--- src/rtl/uart_pkg.sv ---
// Shared types and constants for the oversampled UART receiver and its prescaler.
package uart_pkg;

  typedef enum logic [2:0] {
    RX_IDLE,
    RX_START,
    RX_DATA,
    RX_PARITY,
    RX_STOP1,
    RX_STOP2
  } rx_state_t;

  localparam logic PARITY_EVEN = 1'b0;
  localparam logic PARITY_ODD  = 1'b1;

  localparam logic [3:0] DATA_LEN_MIN = 4'd5;
  localparam logic [3:0] DATA_LEN_MAX = 4'd8;

  function automatic logic [3:0] clamp_len(input logic [3:0] len);
    if (len < DATA_LEN_MIN)      return DATA_LEN_MIN;
    else if (len > DATA_LEN_MAX) return DATA_LEN_MAX;
    else                         return len;
  endfunction

endpackage

--- src/rtl/uart_os_tick.sv ---
// Oversample prescaler: one-clock tick every baud+1 clocks, phase restarted by clear.
module uart_os_tick (
  input  logic        clk,
  input  logic        rst,
  input  logic        clear,
  input  logic [16:0] baud,
  output logic        tick
);

  logic [16:0] cnt;

  assign tick = !clear && (cnt == baud);

  always_ff @(posedge clk) begin
    if (!rst) begin
      cnt <= '0;
    end else if (clear || cnt == baud) begin
      cnt <= '0;
    end else begin
      cnt <= cnt + 17'd1;
    end
  end

endmodule

--- src/rtl/uart_rx_os.sv ---
// 16x-oversampling UART receiver with one-entry holding register.
// Optional break detection output enabled by defining UART_RX_BREAK_DETECT_EN.
//
// state     | meaning
// ----------+---------------------------------------------------------
// RX_IDLE   | waiting for a synchronized falling edge; prescaler held
// RX_START  | start bit; majority 1 at bit end is a false start
// RX_DATA   | data bits, LSB first, written at their bit index
// RX_PARITY | parity bit compared against XOR of the data
// RX_STOP1  | first stop bit; completes at its mid-sample unless stop2
// RX_STOP2  | second stop bit; completes at its mid-sample
module uart_rx_os
  import uart_pkg::*;
#(
  parameter int OS          = 16,
  parameter int SYNC_STAGES = 2
) (
  input  logic        clk,
  input  logic        rst,
  input  logic [16:0] baud,
  input  logic        en,
  input  logic        rx,
  input  logic        parity_en,
  input  logic        parity_type,
  input  logic [3:0]  data_len,
  input  logic        stop2,
  output logic [7:0]  rx_data,
  output logic        rx_valid,
  input  logic        rx_ready,
  output logic        parity_err,
  output logic        frame_err,
  output logic        overrun
`ifdef UART_RX_BREAK_DETECT_EN
  ,
  output logic        break_det
`endif
);

  localparam int SW = $clog2(OS);
  localparam logic [SW-1:0] S_A   = SW'(OS/2 - 1);
  localparam logic [SW-1:0] S_B   = SW'(OS/2);
  localparam logic [SW-1:0] S_C   = SW'(OS/2 + 1);
  localparam logic [SW-1:0] S_END = SW'(OS - 1);

  rx_state_t state, state_n;

  logic [SYNC_STAGES-1:0] sync_q;
  logic rx_s, rx_prev, fall;
  logic tick, tick_clear;
  logic [SW-1:0] s_cnt;
  logic at_a, at_b, at_c, at_end;
  logic smp_a, smp_b, vote, bit_v;
  logic [2:0] bit_idx;
  logic [3:0] len_q;
  logic [7:0] data_q;
  logic par_en_q, par_type_q, stop2_q;
  logic perr_q, ferr_q;
  logic last_bit, is_break, exp_par;
  logic done_n, done_q, brk_n, accept;

  assign rx_s       = sync_q[SYNC_STAGES-1];
  assign fall       = rx_prev & ~rx_s;
  assign tick_clear = (state == RX_IDLE);

  uart_os_tick u_tick (
    .clk   (clk),
    .rst   (rst),
    .clear (tick_clear),
    .baud  (baud),
    .tick  (tick)
  );

  assign at_a   = tick && (s_cnt == S_A);
  assign at_b   = tick && (s_cnt == S_B);
  assign at_c   = tick && (s_cnt == S_C);
  assign at_end = tick && (s_cnt == S_END);

  // Third sample is taken live so the vote is ready on the same tick.
  assign vote     = (smp_a & smp_b) | (smp_a & rx_s) | (smp_b & rx_s);
  assign last_bit = ({1'b0, bit_idx} == (len_q - 4'd1));
  assign exp_par  = (^data_q) ^ (par_type_q == PARITY_ODD);

`ifdef UART_RX_BREAK_DETECT_EN
  logic zero_q;
  assign is_break = zero_q & ~vote;
`else
  assign is_break = 1'b0;
`endif

  always_ff @(posedge clk) begin
    if (!rst) begin
      sync_q  <= '1;
      rx_prev <= 1'b1;
    end else begin
      sync_q  <= {sync_q[SYNC_STAGES-2:0], rx};
      rx_prev <= rx_s;
    end
  end

  always_ff @(posedge clk) begin
    if (!rst) state <= RX_IDLE;
    else      state <= state_n;
  end

  always_comb begin
    state_n = state;
    done_n  = 1'b0;
    brk_n   = 1'b0;
    case (state)
      RX_IDLE:   if (fall) state_n = RX_START;
      RX_START:  if (at_end) state_n = bit_v ? RX_IDLE : RX_DATA;
      RX_DATA:   if (at_end && last_bit) state_n = par_en_q ? RX_PARITY : RX_STOP1;
      RX_PARITY: if (at_end) state_n = RX_STOP1;
      RX_STOP1: begin
        if (at_c && is_break) begin
          brk_n   = 1'b1;
          state_n = RX_IDLE;
        end else if (at_c && !stop2_q) begin
          done_n  = 1'b1;
          state_n = RX_IDLE;
        end else if (at_end) begin
          state_n = RX_STOP2;
        end
      end
      RX_STOP2: begin
        if (at_c) begin
          done_n  = 1'b1;
          state_n = RX_IDLE;
        end
      end
      default: state_n = RX_IDLE;
    endcase
    if (!en) begin
      state_n = RX_IDLE;
      done_n  = 1'b0;
      brk_n   = 1'b0;
    end
  end

  always_ff @(posedge clk) begin
    if (!rst) begin
      s_cnt      <= '0;
      smp_a      <= 1'b1;
      smp_b      <= 1'b1;
      bit_v      <= 1'b1;
      bit_idx    <= '0;
      len_q      <= DATA_LEN_MAX;
      data_q     <= '0;
      par_en_q   <= 1'b0;
      par_type_q <= 1'b0;
      stop2_q    <= 1'b0;
      perr_q     <= 1'b0;
      ferr_q     <= 1'b0;
      done_q     <= 1'b0;
`ifdef UART_RX_BREAK_DETECT_EN
      zero_q     <= 1'b0;
`endif
    end else begin
      done_q <= done_n;
      if (state == RX_IDLE) s_cnt <= '0;
      else if (tick)        s_cnt <= s_cnt + 1'b1;
      if (at_a) smp_a <= rx_s;
      if (at_b) smp_b <= rx_s;
      if (at_c) bit_v <= vote;

      // Frame config is frozen at the start edge.
      if (state == RX_IDLE && fall && en) begin
        len_q      <= clamp_len(data_len);
        par_en_q   <= parity_en;
        par_type_q <= parity_type;
        stop2_q    <= stop2;
        data_q     <= '0;
        bit_idx    <= '0;
        perr_q     <= 1'b0;
        ferr_q     <= 1'b0;
`ifdef UART_RX_BREAK_DETECT_EN
        zero_q     <= 1'b1;
`endif
      end

      if (state == RX_DATA) begin
        if (at_c) begin
          data_q[bit_idx] <= vote;
`ifdef UART_RX_BREAK_DETECT_EN
          if (vote) zero_q <= 1'b0;
`endif
        end
        if (at_end) bit_idx <= bit_idx + 3'd1;
      end

      if (state == RX_PARITY && at_c) begin
        perr_q <= vote ^ exp_par;
`ifdef UART_RX_BREAK_DETECT_EN
        if (vote) zero_q <= 1'b0;
`endif
      end

      if ((state == RX_STOP1 || state == RX_STOP2) && at_c) ferr_q <= ferr_q | ~vote;
    end
  end

  assign accept = rx_valid & rx_ready;

  always_ff @(posedge clk) begin
    if (!rst) begin
      rx_data    <= '0;
      rx_valid   <= 1'b0;
      parity_err <= 1'b0;
      frame_err  <= 1'b0;
      overrun    <= 1'b0;
    end else begin
      if (done_q && (!rx_valid || accept)) begin
        rx_data    <= data_q;
        parity_err <= perr_q;
        frame_err  <= ferr_q;
        rx_valid   <= 1'b1;
      end else if (accept) begin
        rx_valid <= 1'b0;
      end
      if (done_q && rx_valid && !accept) overrun <= 1'b1;
      else if (accept)                   overrun <= 1'b0;
    end
  end

`ifdef UART_RX_BREAK_DETECT_EN
  always_ff @(posedge clk) begin
    if (!rst) break_det <= 1'b0;
    else      break_det <= brk_n;
  end
`else
  // brk_n can never assert without break detection; tie it off here.
  logic unused_brk;
  assign unused_brk = brk_n;
`endif

endmodule

--- config.mk ---
export PLATFORM = sky130hd
export DESIGN_NAME = uart_rx_os
export DESIGN_NICKNAME = d
export VERILOG_FILES = /design/src/rtl/uart_pkg.sv /design/src/rtl/uart_os_tick.sv /design/src/rtl/uart_rx_os.sv
export SDC_FILE = /design/constraint.sdc
export NUM_CORES = 1
export LEC_CHECK = 0
export ABC_AREA = 1
export CAP_MARGIN = 40
export CORE_ASPECT_RATIO = 0.8
export CORE_MARGIN = 4
export CORE_UTILIZATION = 30
export DETAILED_ROUTE_END_ITERATION = 8
export DONT_BUFFER_PORTS = 1
export HOLD_SLACK_MARGIN = 0.02
export PLACE_DENSITY = 0.52
export REMOVE_ABC_BUFFERS = 1
export SLEW_MARGIN = 0
export SYNTH_ARGS = -nofsm -noshare
export SYNTH_HDL_FRONTEND = slang
export SYNTH_HIERARCHICAL = 1
export SYNTH_SLANG_ARGS = --single-unit
--- constraint.sdc ---
create_clock -name clk -period 3.05 [get_ports clk]
set_input_delay 0 -clock clk [delete_from_list [all_inputs] [get_ports clk]]
set_output_delay 0 -clock clk [all_outputs]
set_load 0.01 [all_outputs]
# [Word-level counts from Yosys, hierarchy flattened]
# Index checks and enable logic that the tools add are counted.
[totals] regBits=63 in_bits=29
[classes] n_reduce_logical=32 eq_ne=17 order_cmp=4 add_sub_neg=4 mux=31 bitwise_logic=13
[op_table] cell="2-to-1 mux 3 bit" count=11
[op_table] cell="2-to-1 mux 8 bit" count=4
[op_table] cell="one-hot mux 3 bit (6 select lines)" count=1
[op_table] cell="adder 17 x 1 -> 17 bit (second input constant)" count=1
[op_table] cell="== test 17 bit" count=1
[op_table] cell="logical AND 1 bit" count=15
[op_table] cell="== test 4 bit (second input constant)" count=3
[op_table] cell="inequality test 2 bit (second input constant)" count=5
[op_table] cell="2-to-1 mux 1 bit" count=9
[op_table] cell="bitwise mux 8 bit" count=1
[op_table] cell="2-to-1 mux 4 bit" count=2
[op_table] cell="nonzero test 2 bit" count=4
[op_table] cell="parity 8 bit" count=1
[op_table] cell="== test 3 x 2 -> 1 bit (second input constant)" count=2
[op_table] cell="== test 3 bit (second input constant)" count=2
[op_table] cell="AND reduction 6 bit" count=1
[op_table] cell="AND 1 bit" count=5
[op_table] cell="adder 4 x 1 -> 4 bit (second input constant)" count=1
[op_table] cell="== test 3 x 4 -> 1 bit" count=1
[op_table] cell="== test 4 x 3 -> 1 bit (second input constant)" count=1
[op_table] cell="> comparator 4 bit (second input constant)" count=1
[op_table] cell="logical NOT 1 bit" count=4
[op_table] cell="< comparator 3 x 4 -> 1 bit (second input constant)" count=1
[op_table] cell="< comparator 4 x 3 -> 1 bit (second input constant)" count=1
[op_table] cell="other kinds (15)" count=23

# [Depth between registers and ports, before layout]
# Gate-level depths: netlist (run 1).
[logic_depth] depth_word=9 mapped_depth=17 mapped_depth_nobuf=17

# [Cells and area by module]
# The synthesis (run 1) kept the hierarchy.
[modules_own_cells] module="uart_rx_os" cells_each=312 area_per_inst_um2=2287.2 n_inst=1
[modules_own_cells] module="uart_os_tick" cells_each=173 area_per_inst_um2=1118.6 n_inst=1

# [Worst setup path before layout (run 1)]
# No wires, ideal clock.
[synth_path] path_kind="register -> register" from="reg u_tick.cnt[5]" to="reg data_q[1]" arrival_time_ns=1.969 period_less_slack_ns=2.091 required_time_ns=2.928 setup_slack_ns=0.959 stages_incl_launch_ff=15 path_cell_list="dfxtp_1 > inv_2 > nand2_2 > nand2_1 > nor2_1 > nand2_1 > nor2_1 > nand3_2 > nor2_1 > nand2_2 > nor2_4 > nand2_4 > nor2_4 > nand2_2 > o311a_1"
[synth_via] elab_chain_cells=5
[synth_lines] item="start, declared" line_no="uart_os_tick.sv:10" source="logic [16:0] cnt;"
[synth_lines] item="start signal, assigned" line_no="uart_os_tick.sv:20" source="cnt <= cnt + 17'd1;"
[synth_lines] item="== test 17 bit" line_no="uart_os_tick.sv:12" source="assign tick = !clear && (cnt == baud);"
[synth_lines] item="logical AND 1 bit" line_no="uart_os_tick.sv:12"
[synth_lines] item="named net tick" line_no="uart_rx_os.sv:49" source="logic tick, tick_clear;"
[synth_lines] item="logical AND 1 bit" line_no="uart_rx_os.sv:75" source="assign at_c = tick && (s_cnt == S_C);"
[synth_lines] item="2-to-1 mux 8 bit" line_no="uart_rx_os.sv:182" source="if (at_c) begin"
[synth_lines] item="2-to-1 mux 8 bit" line_no="uart_rx_os.sv:181" source="if (state == RX_DATA) begin"
[synth_lines] item="end signal, assigned by index" line_no="uart_rx_os.sv:183" source="data_q[bit_idx] <= vote;"
[synth_lines] item="end, declared" line_no="uart_rx_os.sv:55" source="logic [7:0] data_q;"
# The timed path passes the listed nets, and every way through them passes these cells.
# A chain may end at the register's enable or synchronous reset.

# [Worst setup path after layout (run 1)]
[layout_path] from="reg u_tick.cnt[8]" to="reg state[2]"
[layout_via] elab_chain_cells=6
[layout_lines] item="== test 17 bit (*)" line_no="uart_os_tick.sv:12"
[layout_lines] item="logical AND 1 bit (*)" line_no="uart_os_tick.sv:12"
[layout_lines] item="named net tick" line_no="uart_rx_os.sv:49"
[layout_lines] item="logical AND 1 bit, on equally long branches" line_no="uart_rx_os.sv:75, uart_rx_os.sv:76"
[layout_lines] item="logical AND 1 bit, on equally long branches" line_no="uart_rx_os.sv:118, uart_rx_os.sv:112"
[layout_lines] item="inequality test 3 bit (no line), or another cell as far along"
[layout_lines] item="AND reduction 6 bit (no line) / one-hot mux 3 bit (6 select lines) (equally long branches)"
[layout_lines] item="end signal, assigned" line_no="uart_rx_os.sv:102" source="else state <= state_n;"
[layout_lines] item="end, declared" line_no="uart_rx_os.sv:45" source="rx_state_t state, state_n;"
# Mark *: on every way through the listed nets, which the timed path passes. The rest lies on a longest branch.

==> flow_summary.json, run 1 <==
{
  "diodes": 0,
  "ys_types": 42,
  "insertion_delay_ns": 0.32,
  "io_pins": 41,
  "tns_ns": 0,
  "die_w_um": 127,
  "min_period_over_period_pct": 83.3,
  "cts_buffers": 9,
  "layout-drive-gt1-share_pct": 11.1,
  "syn_inst": 485,
  "gr-total-overflow": 0,
  "core-area_um2": 11000,
  "grt_start_max_net_pins": 26,
  "rsz0062_at_grt": "no",
  "synth_edf_count": 0,
  "drv_slew": 0,
  "cp_slowest_stage_delay_ns": 0.42,
  "fp-row-count": 34,
  "regArea_um2": 1260,
  "crit_top_cell": "nor2_1",
  "critPathCaptureType": "flip-flop",
  "fin_cells": 648,
  "syn_area_um2": 3410,
  "synth_flop_cell": "dfxtp_1",
  "wl_per_cell_um": 11.5,
  "clock.fmax_mhz": 394,
  "dpl-instance-area_um2": 3510,
  "hold_violations": 0,
  "multi_input_area_um2": 1820,
  "tritoncts": "done",
  "final.min_clock_period_ns": 2.54,
  "start_util_pct": 31.0,
  "first_iter_violations": 114,
  "async_flop_share_pct": 0,
  "fin_ws_ns": 0.510,
  "path_cells": "inv_2 -> nand2_1 -> nand2_1 -> nor2_1 -> nand2_1 -> nor2_1 -> nand3_2 -> nor2_1 -> nand2_2 -> nor2_4 -> nand2_4 -> o21ai_2 -> o21ai_1 -> nor2_1 -> nand3_1 -> nand2_1 -> nor2_1",
  "wl_mm": 7.47,
  "synth_top_area_cell": "dfxtp_1",
  "p_total_mw": 2.04,
  "track_usage_pct": 11.8,
  "finalHoldWorstSlack_ns": 0.0678,
  "ys_ff_latch": 63,
  "num_vias": 2865,
  "cts.htree.levels": 3,
  "dp_hpwl_mm": 5.58,
  "outcome": "complete, no violations",
  "crit_buf_inv": 1,
  "die_h_um": 103,
  "synth_area_leaders": "dfxtp_1, nand2_1, nor2_1",
  "crit_slowest_cell": "dfxtp_1",
  "fillers": 1179,
  "post_cts_buffers": 0,
  "critPathMaxFanout": 8,
  "critical_path_class": "flip-flop to flip-flop",
  "worstSetupStartpointType": "flip-flop",
  "nets": 534,
  "design_area_um2": 3940,
  "synth_top_area_share_pct": 37.0,
  "syn_area_per_cell_um2": 7.02,
  "ctsRootBufferMaster": "clkbuf_16",
  "port-buffer-count": 0,
  "grt_pass1_wl_mm": 12.6,
  "synth-seq-area-share_pct": 37.0,
  "skew_ns": 0.00488,
  "netlist_top_cells_count": "nand2_1, nor2_1, dfxtp_1",
  "place_ws_ns": 0.599,
  "drt.antenna.violating_nets": 0,
  "gp_congestion": 0.823,
  "yosysMostFrequentCell": "nand2_1",
  "irDropWorstVdd_uv": 232,
  "p_per_area_nw_per_um2": 517,
  "fin_util_pct": 35.9,
  "path_delay_family": "simple AND/OR/NAND/NOR gates",
  "final-setup-viol-count": 0,
  "relSlewSlack_pct": 45.3,
  "hold_path_class": "primary input to flip-flop",
  "cellLeakagePower_nw": 1.55,
  "antenna_found_initial": 0,
  "drc": 0,
  "required_ns": 3.26,
  "via_per_inst": 4.42,
  "area_growth_pct": 15.8,
  "maxCapViolations": 0,
  "first_pass_iters": 4,
  "tightest_slew_ns": 0.818,
  "yosys_warnings": 6,
  "clock_sinks": 63,
  "dpl.cell_count": 619,
  "cts.path.max_buffers": 2,
  "path_clk_slew_ns": 0.05,
  "grt_pass1_vias": 2613,
  "die_area_um2": 13100,
  "crit_arrival_ns": 2.75
}
## where the power goes
group          switching (mW)  total (mW)  internal, mW
combinational           0.110       0.175        0.0649
sequential             0.0175       0.853         0.835
clock                   0.375        1.01         0.633
total                   0.503        2.04          1.53
## cell usage in the layout (no fill, tap or decap), drive strengths merged, types with 2 or more instances in the layout
master and instances:
nand2 113, nor2 87, inv 67, dfxtp 63, nand3 28, o21ai 26
a21oi 24, xnor2 15, dlygate4sd3 13, xor2 12, nor3 11, clkbuf 9
ha 6, a211oi 4, clkinv 4, or2 3, nand4 3, o21a 2
o22ai 2, o311a 2, clkinvlp 2
## layer usage
| metal | vias up | wire, um | GRT usage, % |
|---|---|---|---|
| li1 | 1561 | - | - |
| met1 | 1236 | 3960 | 16.5 |
| met2 | 66 | 3040 | 18.1 |
| met3 | 2 | 428 | 3.39 |
| met4 | 0 | 40 | 2.97 |
| met5 | - | 0 | 0 |
## flip-flops by register name, indices dropped and copies added (netlist names), 2 cells and up
signal,count
state,3
data_q,8
sync_q,2
rx_data,8
len_q,4
s_cnt,4
bit_idx,3
u_tick/cnt,17
## cells by family after synthesis
kind of cell | Yosys count | share of synthesized area (%)
fa+ha+maj | 7 | 2.50
buf+inv | 77 | 9.48
xor+xnor | 27 | 6.94
compound gates | 64 | 11.1
simple gates | 247 | 33.0
flops | 63 | 37.0
## cell type report
| class | count | share of cell area [%] |
|---|---|---|
| clock buffer | 9 | 5.71 |
| clock inverter | 7 | 1.84 |
| inverter | 67 | 6.38 |
| multi-input combinational | 345 | 46.2 |
| sequential | 63 | 32.0 |
| tap | 144 | 4.57 |
| timing repair buffer | 13 | 3.30 |
## tightest hold or removal path, stage by stage
cell and delay, ns:
inv_1 0.03, nor2_1 0.05, nand2_4 0.21, nor2_2 0.04
## repair_timing
item                      in CTS  in global routing
hold endpoints to repair      37                  0
hold buffers                  13                  0
gates resized for setup        0                  0
## worst paths after layout
check	endpoint	slack [ns]	start	cells after the start
worst min register to register	sync_q[1]$_SDFF_PN1_	0.41	sync_q[0]$_SDFF_PN1_	1
worst max-delay path	state[2]$_SDFFE_PN0P_	0.51	u_tick/cnt[8]$_SDFF_PP0_	17
worst max register to register	state[2]$_SDFFE_PN0P_	0.51	u_tick/cnt[8]$_SDFF_PP0_	17
worst min-delay path	u_tick/cnt[2]$_SDFF_PP0_	0.07	rst	4
Note: power is estimated with default switching activity, not from simulation.
==> run 2: changes to the inputs <==
- PLACE_DENSITY: 0.52 -> 0.53
- clock period: 3.05 -> 2.3 ns (I/O delays scaled with it)
==> run 2 against run 1 <==
Largest cell class unchanged. Highest routed layer unchanged. Via count is 0.80% higher. Worst hold slack worse by 0.0021 ns. Cell area is 2.4% higher.
==> flow_summary.json, run 2 (synthesized netlist as in run 1, its figures left out) <==
{
  "outcome": "complete, no violations",
  "drt.antenna.violating_nets": 0,
  "die_h_um": 103,
  "crit_arrival_ns": 2.29,
  "worstSetupStartpointType": "flip-flop",
  "die_area_um2": 13100,
  "wl_per_cell_um": 11.7,
  "cts_buffers": 9,
  "cts.path.max_buffers": 2,
  "maxCapViolations": 0,
  "critPathCaptureType": "flip-flop",
  "port-buffer-count": 0,
  "min_period_over_period_pct": 90.4,
  "track_usage_pct": 12.1,
  "grt_pass1_wl_mm": 12.9,
  "final-setup-viol-count": 0,
  "die_w_um": 127,
  "largest_reg_flops": 17,
  "clock_sinks": 63,
  "insertion_delay_ns": 0.33,
  "required_ns": 2.51,
  "io_pins": 41,
  "nets": 537,
  "finalHoldWorstSlack_ns": 0.0658,
  "dpl.cell_count": 623,
  "grt_pass1_vias": 2681,
  "start_util_pct": 31.0,
  "largest-register": "u_tick/cnt",
  "critical_path_class": "flip-flop to flip-flop",
  "gr-total-overflow": 0,
  "drc": 0,
  "layout-drive-gt1-share_pct": 13.4,
  "drv_slew": 0,
  "grt_start_max_net_pins": 26,
  "fp-row-count": 34,
  "hold_violations": 0,
  "area_growth_pct": 18.5,
  "dp_hpwl_mm": 5.66,
  "fin_cells": 651,
  "gp_congestion": 0.836,
  "core-area_um2": 11000,
  "skew_ns": 0.00449,
  "wl_mm": 7.63,
  "clock.fmax_mhz": 481,
  "ctsRootBufferMaster": "clkbuf_16",
  "hold_path_class": "primary input to flip-flop",
  "first_pass_iters": 4,
  "via_per_inst": 4.44,
  "critPathMaxFanout": 8,
  "num_vias": 2888,
  "relSlewSlack_pct": 41.8,
  "antenna_found_initial": 0,
  "final.min_clock_period_ns": 2.08,
  "top_regs": "u_tick/cnt x17, data_q x8, rx_data x8",
  "tritoncts": "done",
  "first_iter_violations": 130,
  "irDropWorstVdd_uv": 328,
  "diodes": 0,
  "cts.htree.levels": 3,
  "tightest_slew_ns": 0.871,
  "p_per_area_nw_per_um2": 731,
  "cellLeakagePower_nw": 1.60,
  "final_common_cell": "nand2_1",
  "final_cell_mix": "nand2_1, nor2_1, inv_1",
  "fillers": 1181,
  "path_clk_slew_ns": 0.06
}
-- run 2: cell count changes in the layout (fill, tap and decap cells not counted), moves of 2 or more --
cell           delta
nor2_1            -2
dlygate4sd3_1     -2
dfxtp_1           -4
buf_4             +5
dfxtp_2           +4
bufinv_16         +2
-- run 2: per-layer routing --
metal  vias to the layer above  wire [um]  part of all wire, %  GRT usage (%)
li1                       1569          -                    -              -
met1                      1252       4040                   53           16.8
met2                        62       3090                   41           18.3
met3                         5        407                  5.3           3.85
met4                         0         92                  1.2           3.46
met5                         -          0                    0              0
-- run 2: path summary, 6_finish.rpt --
kind / from / endpoint / slack, ns / depth (start not counted)
worst min-delay path: rst / u_tick/cnt[14]$_SDFF_PP0_ / 0.07 / 4
worst max-delay path: u_tick/cnt[11]$_SDFF_PP0_ / data_q[2]$_SDFF_PN0_ / 0.22 / 17
worst max register to register: u_tick/cnt[11]$_SDFF_PP0_ / data_q[2]$_SDFF_PN0_ / 0.22 / 17
worst min register to register: sync_q[0]$_SDFF_PN1_ / sync_q[1]$_SDFF_PN1_ / 0.41 / 1
-- run 2: critical path, stage by stage, from the launching register on --
cell and delay [ns]:
dfxtp_1 0.34, inv_1 0.09, nand2_1 0.06, nand2_1 0.05
nor2_1 0.11, nand2_1 0.07, nor2_2 0.12, nand3_2 0.12
nor2_4 0.13, nand2_2 0.07, nor2_4 0.12, nand2_4 0.11
nor2_4 0.15, nand2_2 0.10, clkinv_1 0.07, nand2_1 0.07
o21ai_1 0.13, a21oi_1 0.05
-- run 2: layout make-up --
type	instances	area [um2]	area share (%)
Tap cell	144	180	4.46
Timing Repair Buffer	16	148	3.66
Clock buffer	9	225	5.58
Inverter	67	251	6.23
Sequential cell	63	1270	31.4
Multi-Input combinational cell	345	1850	45.7
Clock inverter	7	120	2.98
-- run 2: metrics by stage --
step | instance area, um2 | setup WS (ns) | util, % | TNS [ns] | power, mW
3_5_place_dp | 3540 | -0.0725 | 32.3 | -0.0725 | 1.37
3_3_place_gp | 3540 | -0.0727 | 32.3 | -0.0727 | 1.37
5_1_grt | 4040 | -0.0173 | 36.8 | -0.0281 | 3.07
2_1_floorplan | 3330 | 0.209 | - | 0 | 1.32
4_1_cts | 4000 | 0.0145 | 36.5 | 0 | 2.99
6_report | 4040 | 0.221 | 36.8 | 0 | 2.95
-- run 2: power breakdown --
part	total, mW	switching (mW)	leakage (nW)	internal [mW]
Clock	1.58	0.516	0.166	1.06
Combinational	0.245	0.156	0.924	0.0889
Sequential	1.13	0.0200	0.511	1.11
Total	2.95	0.692	1.60	2.26
-- run 2: timing repair --
action / in CTS / in global routing
endpoints found under the hold margin: 37 / 0
hold buffers: 11 / 0
endpoints found under the setup margin: 1 / 15
buffers inserted: 0 / 1
resized for setup: 1 / 9
gates cloned: 0 / 0
==> run 3: changes to the inputs <==
- CORE_MARGIN: 4 -> default
==> run 3 against run 2 <==
Register-to-register slack worse by 0.04 ns. Cell count rose by 1.2%. Clock-buffer cell count unchanged. Sequential share of layout area about the same. Critical endpoint is now state[2]$_SDFFE_PN0P_.
==> flow_summary.json, run 3 (synthesized netlist as in run 1, its figures left out) <==
{
  "outcome": "complete, no violations",
  "gr-total-overflow": 0,
  "largest_reg_flops": 17,
  "path_cells": "inv_2 -> nand2_2 -> nand2_1 -> nor2_1 -> nand2_1 -> nor2_1 -> nand3_2 -> nor2_4 -> nand2_2 -> nor2_4 -> nand2_4 -> o21ai_4 -> o21ai_1 -> nor2_1 -> nand3_1 -> nand2_1 -> nor2_1",
  "top_regs": "u_tick/cnt x17, data_q x8, rx_data x8",
  "drc": 0,
  "r2r_cells": 17,
  "regArea_um2": 1270,
  "via_per_inst": 4.45,
  "fillers": 1128,
  "crit_top_cell": "nor2_1",
  "cts.path.max_buffers": 2,
  "min_period_over_period_pct": 92.2,
  "tns_ns": 0,
  "start_util_pct": 31.0,
  "worstSetupStartpointType": "flip-flop",
  "cts_buffers": 9,
  "crit_buf_inv": 1,
  "path_delay_family": "simple AND/OR/NAND/NOR gates",
  "area_growth_pct": 19.3,
  "holdPathStages": 4,
  "hold_path_class": "primary input to flip-flop",
  "critical_path_class": "flip-flop to flip-flop",
  "die_w_um": 121,
  "die_area_um2": 11800,
  "critPathCaptureType": "flip-flop",
  "wl_per_cell_um": 11.4,
  "layout-drive-gt1-share_pct": 16.1,
  "fp-row-count": 34,
  "grt_pass1_wl_mm": 12.7,
  "crit_slowest_cell": "dfxtp_2",
  "r2r-end": "state[2]$_SDFFE_PN0P_",
  "wl_mm": 7.50,
  "nets": 545,
  "largest-register": "u_tick/cnt",
  "clock_sinks": 63,
  "place_ws_ns": -0.0718,
  "antenna_found_initial": 0,
  "cp_slowest_stage_delay_ns": 0.35,
  "insertion_delay_ns": 0.33,
  "num_vias": 2933,
  "track_usage_pct": 13.7,
  "multi_input_area_um2": 1850,
  "ctsRootBufferMaster": "clkbuf_16",
  "crit_arrival_ns": 2.33,
  "cts.htree.levels": 3,
  "drt.antenna.violating_nets": 0,
  "relSlewSlack_pct": 44.3,
  "io_pins": 41,
  "hold_violations": 0,
  "drv_slew": 0,
  "grt_start_max_net_pins": 26,
  "critPathMaxFanout": 6,
  "timing.rr.start": "u_tick/cnt[5]$_SDFF_PP0_",
  "final.min_clock_period_ns": 2.12,
  "dp_hpwl_mm": 5.50,
  "tightest_slew_ns": 0.832,
  "irDropWorstVdd_uv": 360,
  "port-buffer-count": 0,
  "fin_ws_ns": 0.180,
  "worstHoldEndpoint": "u_tick/cnt[14]$_SDFF_PP0_",
  "final_common_cell": "nand2_1",
  "die_h_um": 97.3,
  "hold_start": "rst",
  "clock.fmax_mhz": 472,
  "grt_pass1_vias": 2664,
  "required_ns": 2.51,
  "r2r_setup_slack_ns": 0.18,
  "final-setup-viol-count": 0,
  "path_clk_slew_ns": 0.06,
  "maxCapViolations": 0,
  "first_iter_violations": 136,
  "diodes": 0,
  "skew_ns": 0.00839,
  "cellLeakagePower_nw": 1.61,
  "first_pass_iters": 4,
  "tritoncts": "done",
  "rsz0062_at_grt": "yes",
  "final_cell_mix": "nand2_1, nor2_1, inv_1",
  "gp_congestion": 0.809,
  "core-area_um2": 11000,
  "p_per_area_nw_per_um2": 668
}
[run 3: cell type report]
cell class / instances / share of cell area [%]
multi-input combinational: 345 / 45.6
sequential: 63 / 31.4
inverter: 67 / 6.19
clock buffer: 9 / 5.54
timing repair buffer: 24 / 5.11
tap: 144 / 4.43
clock inverter: 7 / 1.75
[run 3: worst max path at each step]
| stage | startpoint | to | slack [ns] | cells after the start |
|---|---|---|---|---|
| global placement | u_tick/cnt[8]$_SDFF_PP0_ | done_q$_SDFF_PN0_ | -0.06 | 13 |
| detailed placement | u_tick/cnt[8]$_SDFF_PP0_ | done_q$_SDFF_PN0_ | -0.07 | 13 |
| floorplan | u_tick/cnt[5]$_SDFF_PP0_ | data_q[1]$_SDFF_PN0_ | 0.21 | 14 |
| global route | u_tick/cnt[11]$_SDFF_PP0_ | state[0]$_SDFFE_PN0P_ | -0.03 | 17 |
| finish | u_tick/cnt[5]$_SDFF_PP0_ | state[2]$_SDFFE_PN0P_ | 0.18 | 17 |
| CTS | u_tick/cnt[8]$_SDFF_PP0_ | done_q$_SDFF_PN0_ | 0.02 | 13 |
[run 3: routing by layer]
metal  vias up  wire, um  global-route usage (%)
met4         0       128                    5.03
met5         -         0                       0
met3         8       278                    3.87
li1       1584         -                       -
met2        57      2940                    18.9
met1      1284      4160                    19.9
[run 3: worst min-delay path: stages]
cell and delay [ns]:
inv_1 0.04, nor2_1 0.05, nand2_4 0.21, nor2_2 0.04
[run 3: power breakdown]
group	switching (mW)	internal (mW)	leakage (nW)
clock network	0.507	0.837	0.138
registers	0.0193	1.11	0.513
logic	0.159	0.0873	0.963
[run 3: what timing repair did]
action	CTS	global route
cloned	0	0
pin swaps	0	15
hold buffers	11	0
endpoints found under the setup margin	1	16
endpoints found under the hold margin	37	0
buffers inserted	0	6
gates resized for setup	1	18
[run 3: through the flow]
| stage | hold slack [ns] | utilization [%] | instances | cell area (um2) | total power, mW |
|---|---|---|---|---|---|
| after floorplan | 0.0800 | - | 475 | 3330 | 1.32 |
| after global placement | 0.0857 | 32.5 | 626 | 3570 | 1.37 |
| after detailed placement | 0.0943 | 32.5 | 626 | 3570 | 1.37 |
| after CTS | 0.0564 | 36.2 | 653 | 3980 | 2.76 |
| after global routing | 0.0758 | 37.0 | 659 | 4060 | 2.85 |
| final | 0.0555 | 37.0 | 659 | 4060 | 2.72 |
